<file path="src/rtl/ifu_pkg.sv">
// Shared types and constants for the prefetching instruction fetch unit.
package ifu_pkg;

  localparam int unsigned IFU_XLEN       = 32;
  localparam logic [3:0]  IMEM_MASK_WORD = 4'b1111;
  localparam int unsigned PC_STEP        = 4;

  typedef enum logic [1:0] {
    BOOT,
    RUN,
    FLUSH
  } ifu_state_e;

  // Default queue entry for RV32: fetched instruction plus its PC.
  typedef struct packed {
    logic [IFU_XLEN-1:0] instr;
    logic [IFU_XLEN-1:0] pc;
  } fetch_entry_t;

endpackage

</file>
<file path="src/rtl/instr_fifo.sv">
// Synchronous FIFO of fetch entries with flush. Registered output, no bypass.
module instr_fifo
  import ifu_pkg::*;
#(
  parameter int unsigned Depth   = 4,
  parameter type         entry_t = fetch_entry_t
) (
  input  logic                       clk,
  input  logic                       rst,
  input  logic                       push,
  input  logic                       pop,
  input  logic                       flush,
  input  entry_t                     din,
  output entry_t                     dout,
  output logic [$clog2(Depth+1)-1:0] count,
  output logic                       full,
  output logic                       empty
);

  localparam int unsigned PtrW = $clog2(Depth);
  localparam int unsigned CntW = $clog2(Depth+1);

  entry_t          mem [Depth];
  logic [PtrW-1:0] wr_ptr, rd_ptr;
  logic            do_push, do_pop;

  assign full    = (count == CntW'(Depth));
  assign empty   = (count == '0);
  assign do_pop  = pop & ~empty;
  assign do_push = push & (~full | do_pop);
  assign dout    = mem[rd_ptr];

  // Storage, pointers and occupancy; flush drops every entry at once.
  always_ff @(posedge clk or negedge rst) begin
    if (!rst) begin
      wr_ptr <= '0;
      rd_ptr <= '0;
      count  <= '0;
      for (int i = 0; i < int'(Depth); i++) mem[i] <= '0;
    end else if (flush) begin
      wr_ptr <= '0;
      rd_ptr <= '0;
      count  <= '0;
    end else begin
      if (do_push) begin
        mem[wr_ptr] <= din;
        wr_ptr      <= wr_ptr + PtrW'(1);
      end
      if (do_pop) rd_ptr <= rd_ptr + PtrW'(1);
      if (do_push && !do_pop)      count <= count + CntW'(1);
      else if (!do_push && do_pop) count <= count - CntW'(1);
    end
  end

endmodule

</file>
<file path="src/rtl/prefetch_ifu.sv">
// RV32I fetch unit: pipelined imem requests, in-order prefetch queue toward
// decode, redirect flush with stale-response discard.
module prefetch_ifu
  import ifu_pkg::*;
#(
  parameter int unsigned          DataWidth   = 32,
  parameter int unsigned          AddrWidth   = 32,
  parameter int unsigned          Depth       = 4,
  parameter logic [AddrWidth-1:0] ResetVector = '0
) (
  input  logic                 clk,
  input  logic                 rst,
  output logic                 imem_req,
  input  logic                 imem_gnt,
  output logic [AddrWidth-1:0] imem_addr,
  output logic                 imem_we_re,
  output logic [3:0]           imem_mask,
  input  logic                 imem_valid,
  input  logic [DataWidth-1:0] imem_rdata,
  input  logic                 redirect,
  input  logic [AddrWidth-1:0] redirect_addr,
  output logic                 dec_valid,
  input  logic                 dec_ready,
  output logic [DataWidth-1:0] dec_instr,
  output logic [AddrWidth-1:0] dec_pc
);

  localparam int unsigned  CntW    = $clog2(Depth+1);
  localparam logic [CntW:0] DEPTH_W = (CntW+1)'(Depth);

  typedef struct packed {
    logic [DataWidth-1:0] instr;
    logic [AddrWidth-1:0] pc;
  } entry_t;

  ifu_state_e           state, state_nxt;
  logic [AddrWidth-1:0] fetch_pc, resp_pc, redirect_pc;
  logic [CntW-1:0]      outstanding, outstanding_nxt, discard, discard_nxt, count;
  logic [CntW:0]        in_use;
  logic                 accept, resp, take_redirect, push, pop;
  logic                 fifo_full, fifo_empty;
  entry_t               push_entry, head_entry;

  assign imem_we_re  = 1'b0;
  assign imem_mask   = IMEM_MASK_WORD;
  assign imem_addr   = fetch_pc;
  assign redirect_pc = redirect_addr & ~AddrWidth'(3);

  // Credit: queued entries plus in-flight requests never exceed Depth,
  // so every response has a guaranteed queue slot.
  assign in_use   = {1'b0, count} + {1'b0, outstanding};
  assign imem_req = (state == RUN) && (in_use < DEPTH_W);

  assign accept          = imem_req && imem_gnt;
  assign resp            = imem_valid && (outstanding != '0);
  assign take_redirect   = redirect && (state != BOOT);
  assign outstanding_nxt = outstanding + CntW'(accept) - CntW'(resp);
  assign pop             = dec_valid && dec_ready && !take_redirect;

  assign push_entry.instr = imem_rdata;
  assign push_entry.pc    = resp_pc;
  assign dec_valid        = !fifo_empty;
  assign dec_instr        = head_entry.instr;
  assign dec_pc           = head_entry.pc;

  // FSM state register.
  always_ff @(posedge clk or negedge rst) begin
    if (!rst) state <= BOOT;
    else      state <= state_nxt;
  end

  // Next state, discard bookkeeping and push; a redirect overrides all of it.
  always_comb begin
    state_nxt   = state;
    discard_nxt = discard;
    push        = 1'b0;
    unique case (state)
      BOOT: state_nxt = RUN;
      RUN:  push = resp;
      FLUSH: begin
        if (resp) discard_nxt = discard - CntW'(1);
        if (discard_nxt == '0) state_nxt = RUN;
      end
      default: state_nxt = BOOT;
    endcase
    if (take_redirect) begin
      // Anything still in flight after this edge, including a request
      // accepted right now, belongs to the old path.
      push        = 1'b0;
      discard_nxt = outstanding_nxt;
      state_nxt   = (outstanding_nxt == '0) ? RUN : FLUSH;
    end
  end

  // PCs and in-flight counters.
  always_ff @(posedge clk or negedge rst) begin
    if (!rst) begin
      fetch_pc    <= ResetVector;
      resp_pc     <= ResetVector;
      outstanding <= '0;
      discard     <= '0;
    end else begin
      outstanding <= outstanding_nxt;
      discard     <= discard_nxt;
      if (take_redirect) begin
        fetch_pc <= redirect_pc;
        resp_pc  <= redirect_pc;
      end else begin
        if (accept) fetch_pc <= fetch_pc + AddrWidth'(PC_STEP);
        if (push)   resp_pc  <= resp_pc + AddrWidth'(PC_STEP);
      end
    end
  end

  instr_fifo #(
    .Depth   (Depth),
    .entry_t (entry_t)
  ) u_fifo (
    .clk   (clk),
    .rst   (rst),
    .push  (push),
    .pop   (pop),
    .flush (take_redirect),
    .din   (push_entry),
    .dout  (head_entry),
    .count (count),
    .full  (fifo_full),
    .empty (fifo_empty)
  );

  a_no_overflow: assert property (@(posedge clk) disable iff (!rst)
    !(push && fifo_full && !pop));
  a_no_orphan_rsp: assert property (@(posedge clk) disable iff (!rst)
    !(imem_valid && outstanding == '0));

endmodule

</file>
<file path="config.mk">
export PLATFORM = sky130hd
export DESIGN_NAME = prefetch_ifu
export DESIGN_NICKNAME = d
export VERILOG_FILES = /design/src/rtl/ifu_pkg.sv /design/src/rtl/instr_fifo.sv /design/src/rtl/prefetch_ifu.sv
export SDC_FILE = /design/constraint.sdc
export NUM_CORES = 1
export LEC_CHECK = 0
export CORE_MARGIN = 2
export CORE_UTILIZATION = 30
export DETAILED_ROUTE_END_ITERATION = 8
export PLACE_DENSITY_LB_ADDON = 0.05
export SYNTH_ARGS = -nofsm -noshare
export SYNTH_HDL_FRONTEND = slang
export SYNTH_SLANG_ARGS = --single-unit
</file>
<file path="constraint.sdc">
create_clock -name clk -period 3.32 [get_ports clk]
set_input_delay 0.664 -clock clk [delete_from_list [all_inputs] [get_ports clk]]
set_output_delay 0.664 -clock clk [all_outputs]
set_load 0.1 [all_outputs]
</file>
==> results of run 1 <==
critical path, stage by stage (launching register included):
cell and delay [ns]:
dfrtp_1 0.41, ha_1 0.31, nor3_2 0.13, nand3_2 0.10
bufinv_8 0.20, nand2_1 0.07, ha_1 0.28, inv_1 0.04
ha_1 0.18, fa_1 0.41, xnor2_2 0.17, xnor2_2 0.26
nand2b_1 0.16, nand2_1 0.05, a221oi_1 0.28
worst max-delay path by stage:
| stage | cells past startpoint | startpoint | endpoint | slack, ns |
|---|---|---|---|---|
| 2_1_floorplan | 14 | outstanding[2]$_DFF_PN0_ | discard[2]$_DFFE_PN0P_ | 0.03 |
| 6_report | 14 | u_fifo.count[2]$_DFFE_PN0P_ | discard[2]$_DFFE_PN0P_ | 0.15 |
| 3_3_place_gp | 14 | u_fifo.count[2]$_DFFE_PN0P_ | discard[2]$_DFFE_PN0P_ | 0.06 |
| 4_1_cts | 14 | u_fifo.count[2]$_DFFE_PN0P_ | discard[2]$_DFFE_PN0P_ | 0.04 |
| 5_1_grt | 14 | u_fifo.count[2]$_DFFE_PN0P_ | discard[2]$_DFFE_PN0P_ | -0.004 |
| 3_5_place_dp | 14 | u_fifo.count[2]$_DFFE_PN0P_ | discard[2]$_DFFE_PN0P_ | 0.07 |
per-stage QoR:
step	cells	setup WS, ns	hold WS (ns)	util (%)
after global routing	1994	-0.00427	0.0910	38.4
after detailed placement	1919	0.0662	0.469	35.8
after CTS	1993	0.0401	0.0573	38.3
final	1994	0.146	0.0507	38.4
after global placement	1919	0.0557	0.459	35.8
after floorplan	1136	0.0262	0.368	-
area by class of cell:
type / count / area share (%)
timing repair buffer: 204 / 11.7
multi-input combinational: 702 / 34.8
tap: 672 / 4.38
sequential: 323 / 42.1
clock inverter: 11 / 0.586
inverter: 19 / 0.443
clock buffer: 63 / 6.03
cell usage in the layout, fill, tap and decap left out, drive strengths merged, types with 7 or more instances in the layout:
master | Yosys | routed
a21oi | 50 | 50
clkdlybuf4s50 | 0 | 66
mux2 | 237 | 237
and3 | 9 | 9
conb | 2 | 9
or3 | 9 | 9
inv | 19 | 20
mux4 | 62 | 62
buf | 57 | 138
nand2 | 49 | 49
and4 | 7 | 7
nand3 | 26 | 26
dfrtp | 323 | 323
nor2 | 45 | 45
clkinv | 0 | 7
o21ai | 29 | 29
a31oi | 7 | 7
xor2 | 18 | 18
ha | 11 | 11
nor4 | 17 | 17
nor3 | 16 | 16
xnor2 | 38 | 38
nand4 | 21 | 21
clkbuf | 35 | 63
synthesized netlist by cell type (4+ instances only):
| library cell | instances |
|---|---|
| and4_1 | 7 |
| nor3_1 | 16 |
| o21ai_1 | 5 |
| buf_2 | 43 |
| nand3_1 | 26 |
| nand4_1 | 21 |
| clkbuf_1 | 33 |
| xor2_1 | 18 |
| buf_1 | 4 |
| mux2_1 | 196 |
| a31oi_1 | 7 |
| nor4_4 | 5 |
| nor4_1 | 10 |
| inv_1 | 18 |
| mux4_2 | 62 |
| nand2_1 | 49 |
| or3_1 | 9 |
| and3_1 | 9 |
| mux2_2 | 41 |
| nor2_1 | 45 |
| a21oi_1 | 49 |
| ha_1 | 11 |
| xnor2_1 | 38 |
| dfrtp_1 | 323 |
| o21ai_0 | 22 |
| buf_4 | 9 |
registers in the layout, summed over array words and instances, names as in the netlist:
signal and cells:
imem_addr 30, u_fifo.count 3, u_fifo.mem 248, resp_pc 30, discard 3, u_fifo.wr_ptr 2
u_fifo.rd_ptr 2, outstanding 3, state 2
routing by layer:
| layer | vias up | track usage (%) |
|---|---|---|
| met5 | - | 0 |
| met4 | 0 | 5.19 |
| met3 | 68 | 3.39 |
| met2 | 198 | 25.6 |
| met1 | 4950 | 21.3 |
| li1 | 4431 | - |
logic make-up (layout without fill, tap and decap cells):
logic type | Yosys count | after routing | synth area share, %
AND/OR/NAND/NOR | 214 | 214 | 7.76
AO/OA/AOI/OAI | 108 | 108 | 4.17
XOR/XNOR | 56 | 56 | 3.23
adder cells (fa/ha/maj) | 13 | 13 | 1.17
other | 2 | 9 | 0.0495
multiplexers | 302 | 302 | 27.0
flip-flops | 323 | 323 | 53.3
buffers and inverters | 111 | 297 | 3.39
repair_timing:
action | CTS | global route
setup endpoints to repair | 0 | 2
setup buffers | 0 | 1
gates resized for setup | 0 | 3
hold buffers | 0 | 0
==> run summary, run 1 <==
Outcome: finished, final reports clean
Clock Latency Late Sink: 0.57 ns
Area after DPL: 17900 um2
Largest net degree at the start of global routing: 70
Largest area contributor in the netlist: dfrtp_1
Final Cell Area: 19200 um2
HPWL after DPL: 26.6 mm
Crit-path max FO: 4
Multi-input gate area: 6680 um2
Drt first pass iters: 7
Root Buffer: clkbuf_16
GPL Wtd Cong: 0.748
Residual DRC: 0
Rows: 82
TritonCTS Sinks: 323
Clk_skew: 0.0246 ns
Metal3 WL: 1.94 mm
Synthesized flop and latch total: 323
Critical path capture point type: register
Layout area overhead: 26.5%
Startpoint types: register
DR WL met2: 19.0 mm
Slew @ Worst Pin: 0.989 ns
Die Y: 229 um
Total CTS buffers: 40
CTS H-tree depth: 2
Core area: 50100 um2
Final hold vios: 0
Highest Signal Layer: met4
Critical Path RT: 3.77 ns
Highest clock rate: 315 MHz
M1 WL: 18.6 mm
Ports: 173
Predominant post-synthesis flop cell: dfrtp_1
Wirelength per Cell: 20.3 um
CTS tree: yes
# setup viols final: 0
Final WL: 40.5 mm
Worst Hold Class: in2async
Netlist cell types: 59
I/O Buffers: 161
Vias in the first global route: 10.4k
WS Path Type: reg2reg
Post-synth ARST share: 100%
N_diodes: 0
WP data arrival: 3.62 ns
Reg2reg setup slack: 0.15 ns
Initial antenna violation count: 0
Slew headroom: 33.8%
GRT overflow: 0
Synthesized area: 15200 um2
Max cap viols: 0
Final Cycle Share: 95.6%
Die Width: 229 um
CTS max path bufs: 3
First DRT Iteration DRCs: 333
First-pass GRT wire length: 64.3 mm
Reg-to-Reg End: discard[2]$_DFFE_PN0P_
Number of fill cells in the layout: 4905
Drt via density: 4.84
Synth Area per Inst: 13.4 um2
Nets: 1373
EDFF count, synth: 0
Full die area: 52400 um2
Worst reg-to-reg path cell count: 14
Worst flop-to-flop path startpoint: u_fifo.count[2]$_DFFE_PN0P_
Post-synthesis sequential area ratio: 53.3%
Top post-synthesis cells by area: dfrtp_1, mux2_1, mux4_2, mux2_2, xnor2_1
Min Tclk post-route: 3.17 ns
Post-route ant nets: 0
Final slew viol count: 0
DR vias: 9647
Setup TNS: 0 ns
Share of post-route cells with drive strength above 1: 24.4%
Reg area: 8090 um2
Initial core utilization: 30.3%
GRT Overall Usage: 15.9%
Post-synth top area share: 53.3%
Ys Warns: 0
Clock slew at reported path FFs: 0.06 ns
Syn Inst Count: 1129
Power of run 1 is left out: the tool's default activity adds up to more than one toggle a clock period on the data nets, which glitch-free logic cannot reach.
==> run 2, diff against run 1 <==
--- a/config.mk
+++ b/config.mk
@@ -5,9 +5,10 @@
 export SDC_FILE = /design/constraint.sdc
 export NUM_CORES = 1
 export LEC_CHECK = 0
-export CORE_MARGIN = 2
+export CAP_MARGIN = 20
 export CORE_UTILIZATION = 30
 export DETAILED_ROUTE_END_ITERATION = 8
+export HOLD_SLACK_MARGIN = 0.05
 export PLACE_DENSITY_LB_ADDON = 0.05
 export SYNTH_ARGS = -nofsm -noshare
 export SYNTH_HDL_FRONTEND = slang
==> run 2 against run 1 <==
Net effect: die area shrank 1.7%; clock-buffer cell count shrank 3; global-route usage grew 0.41 points; non-clock buffer count shrank 5; clock skew shrank 0.0099 ns; design area grew 0.13%; routed wire length shrank 0.65%; fmax grew 3.0%; final cell count shrank 0.45%.
==> run summary, run 2 (same netlist as run 1, synthesis figures left out) <==
Outcome: finished, final reports clean
# setup viols final: 0
First DRT Iteration DRCs: 344
CTS max path bufs: 3
Crit-path max FO: 4
CP Launch Point: u_fifo.count[2]$_DFFE_PN0P_
Worst Hold Class: in2async
# hold bufs at CTS: 0
Min Tclk post-route: 3.08 ns
GPL Wtd Cong: 0.737
Largest net degree at the start of global routing: 83
I/O Buffers: 161
Full die area: 51500 um2
Commonest non-fill, non-tap cell in the layout: dfrtp_1
GRT Overall Usage: 16.3%
Initial core utilization: 30.3%
Worst flop-to-flop path startpoint: u_fifo.count[2]$_DFFE_PN0P_
Slew headroom: 48.9%
Cell mode on critical path: ha_1
CTS H-tree depth: 2
HPWL after DPL: 26.3 mm
Layout area overhead: 26.7%
Commonest cells after routing, fill and taps aside: dfrtp_1, mux2_1, buf_4
Critical path capture point type: register
Number of fill cells in the layout: 4869
Startpoint types: register
Setup TNS: 0 ns
Placed Cells: 1912
Final slew viol count: 0
Wirelength per Cell: 20.3 um
Drt via density: 4.85
Initial antenna violation count: 0
Max FFs per register: 248
Slew @ Worst Pin: 0.761 ns
Die Width: 227 um
Core area: 50100 um2
First-pass GRT wire length: 63.6 mm
Drt first pass iters: 4
WP data arrival: 3.53 ns
Clk_skew: 0.0147 ns
Clock Latency Late Sink: 0.56 ns
N_diodes: 0
WS Path Type: reg2reg
Post-route ant nets: 0
Vias in the first global route: 10.3k
Total CTS buffers: 40
Root Buffer: clkbuf_16
Die Y: 227 um
CTS tree: yes
Max cap viols: 0
Crit-path cells: ha_1 > nor3_2 > nand3_2 > bufinv_8 > nand2_1 > ha_1 > inv_1 > ha_1 > fa_2 > xnor2_2 > xnor2_2 > nand2b_4 > o21ai_0 > a221oi_1
Share of post-route cells with drive strength above 1: 24.6%
Final hold vios: 0
CP max stage cell: dfrtp_1
Critical Path RT: 3.77 ns
Residual DRC: 0
Max stage delay on crit path: 0.41 ns
Rows: 82
Clock slew at reported path FFs: 0.06 ns
Nets: 1368
Largest Register: u_fifo.mem
Final Cycle Share: 92.8%
Final std cells w/o fill: 1985
DR vias: 9633
Highest clock rate: 325 MHz
Unrepaired setup endpoints after global routing: false
TritonCTS Sinks: 323
Final WL: 40.3 mm
Ports: 173
GRT overflow: 0
-- run 2: cell count changes in the layout (fill, tap and decap cells not counted), moves of 3 or more --
cell | before | now
buf_4 | 94 | 86
buf_12 | 43 | 46
clkbuf_8 | 7 | 10
clkbuf_1 | 16 | 9
-- run 2: stage by stage --
stage          hold slack, ns  worst slack, ns  util, %  area [um2]
6_report                0.129            0.240     38.4       19200
5_1_grt                 0.156           0.0421     38.4       19200
4_1_cts                 0.136           0.0969     38.3       19200
3_5_place_dp            0.470            0.102     35.7       17900
3_3_place_gp            0.458            0.124     35.7       17900
2_1_floorplan           0.368           0.0262        -       15200
-- run 2: worst paths after layout --
check                                                   end  slack, ns  cells past startpoint
worst min register to register  u_fifo.mem[158]$_DFFE_PN0P_       0.47                      2
worst min-delay path            u_fifo.mem[237]$_DFFE_PN0P_       0.13                      1
worst max register to register       discard[2]$_DFFE_PN0P_       0.24                     14
worst max-delay path                 discard[2]$_DFFE_PN0P_       0.24                     14
max in group asynchronous        u_fifo.mem[84]$_DFFE_PN0P_       2.35                      2
min in group clk                u_fifo.mem[158]$_DFFE_PN0P_       0.47                      2
-- run 2: critical path: cells and delay by family (launching register included) --
| kind | cells | cell delay [ns] |
|---|---|---|
| DFF | 1 | 0.41 |
| buffers and inverters | 2 | 0.24 |
| AOI/OAI and AO/OA | 2 | 0.35 |
| xor gates and xnor gates | 2 | 0.37 |
| and+or+nand+nor | 4 | 0.48 |
| adders and majority gates | 4 | 1.13 |
-- run 2: cell type report --
class                      instances  area [um2]  share of cell area, %
sequential                       323        8090                   42.1
inverter                          19        85.1                  0.442
tap                              672         841                   4.37
clock buffer                      60        1200                   6.23
timing repair buffer             199        2240                   11.7
clock inverter                    10        85.1                  0.442
multi-input combinational        702        6690                   34.8
-- run 2: what timing repair did --
action	4_1_cts	5_1_grt
endpoints found under the hold margin	0	0
setup endpoints to repair	0	2
resized for setup	0	5
setup buffers	0	3
-- run 2: per-layer routing --
layer	vias to the layer above	routed length (um)	global-route usage, %
met1	4957	18300	21.7
met3	52	1920	3.55
met5	-	0	0
met2	203	19300	26.9
met4	0	759	4.05
li1	4421	-	-
Power of run 2 is left out for the same reason.
==> run 3, diff against run 2 <==
--- a/config.mk
+++ b/config.mk
@@ -5,6 +5,7 @@
 export SDC_FILE = /design/constraint.sdc
 export NUM_CORES = 1
 export LEC_CHECK = 0
+export ABC_CLOCK_PERIOD_IN_PS = 3320
 export CAP_MARGIN = 20
 export CORE_UTILIZATION = 30
 export DETAILED_ROUTE_END_ITERATION = 8
==> results of run 3 <==
Final layout, timing and power as in run 2 (identical DEF).
Power of run 3 is left out for the same reason.
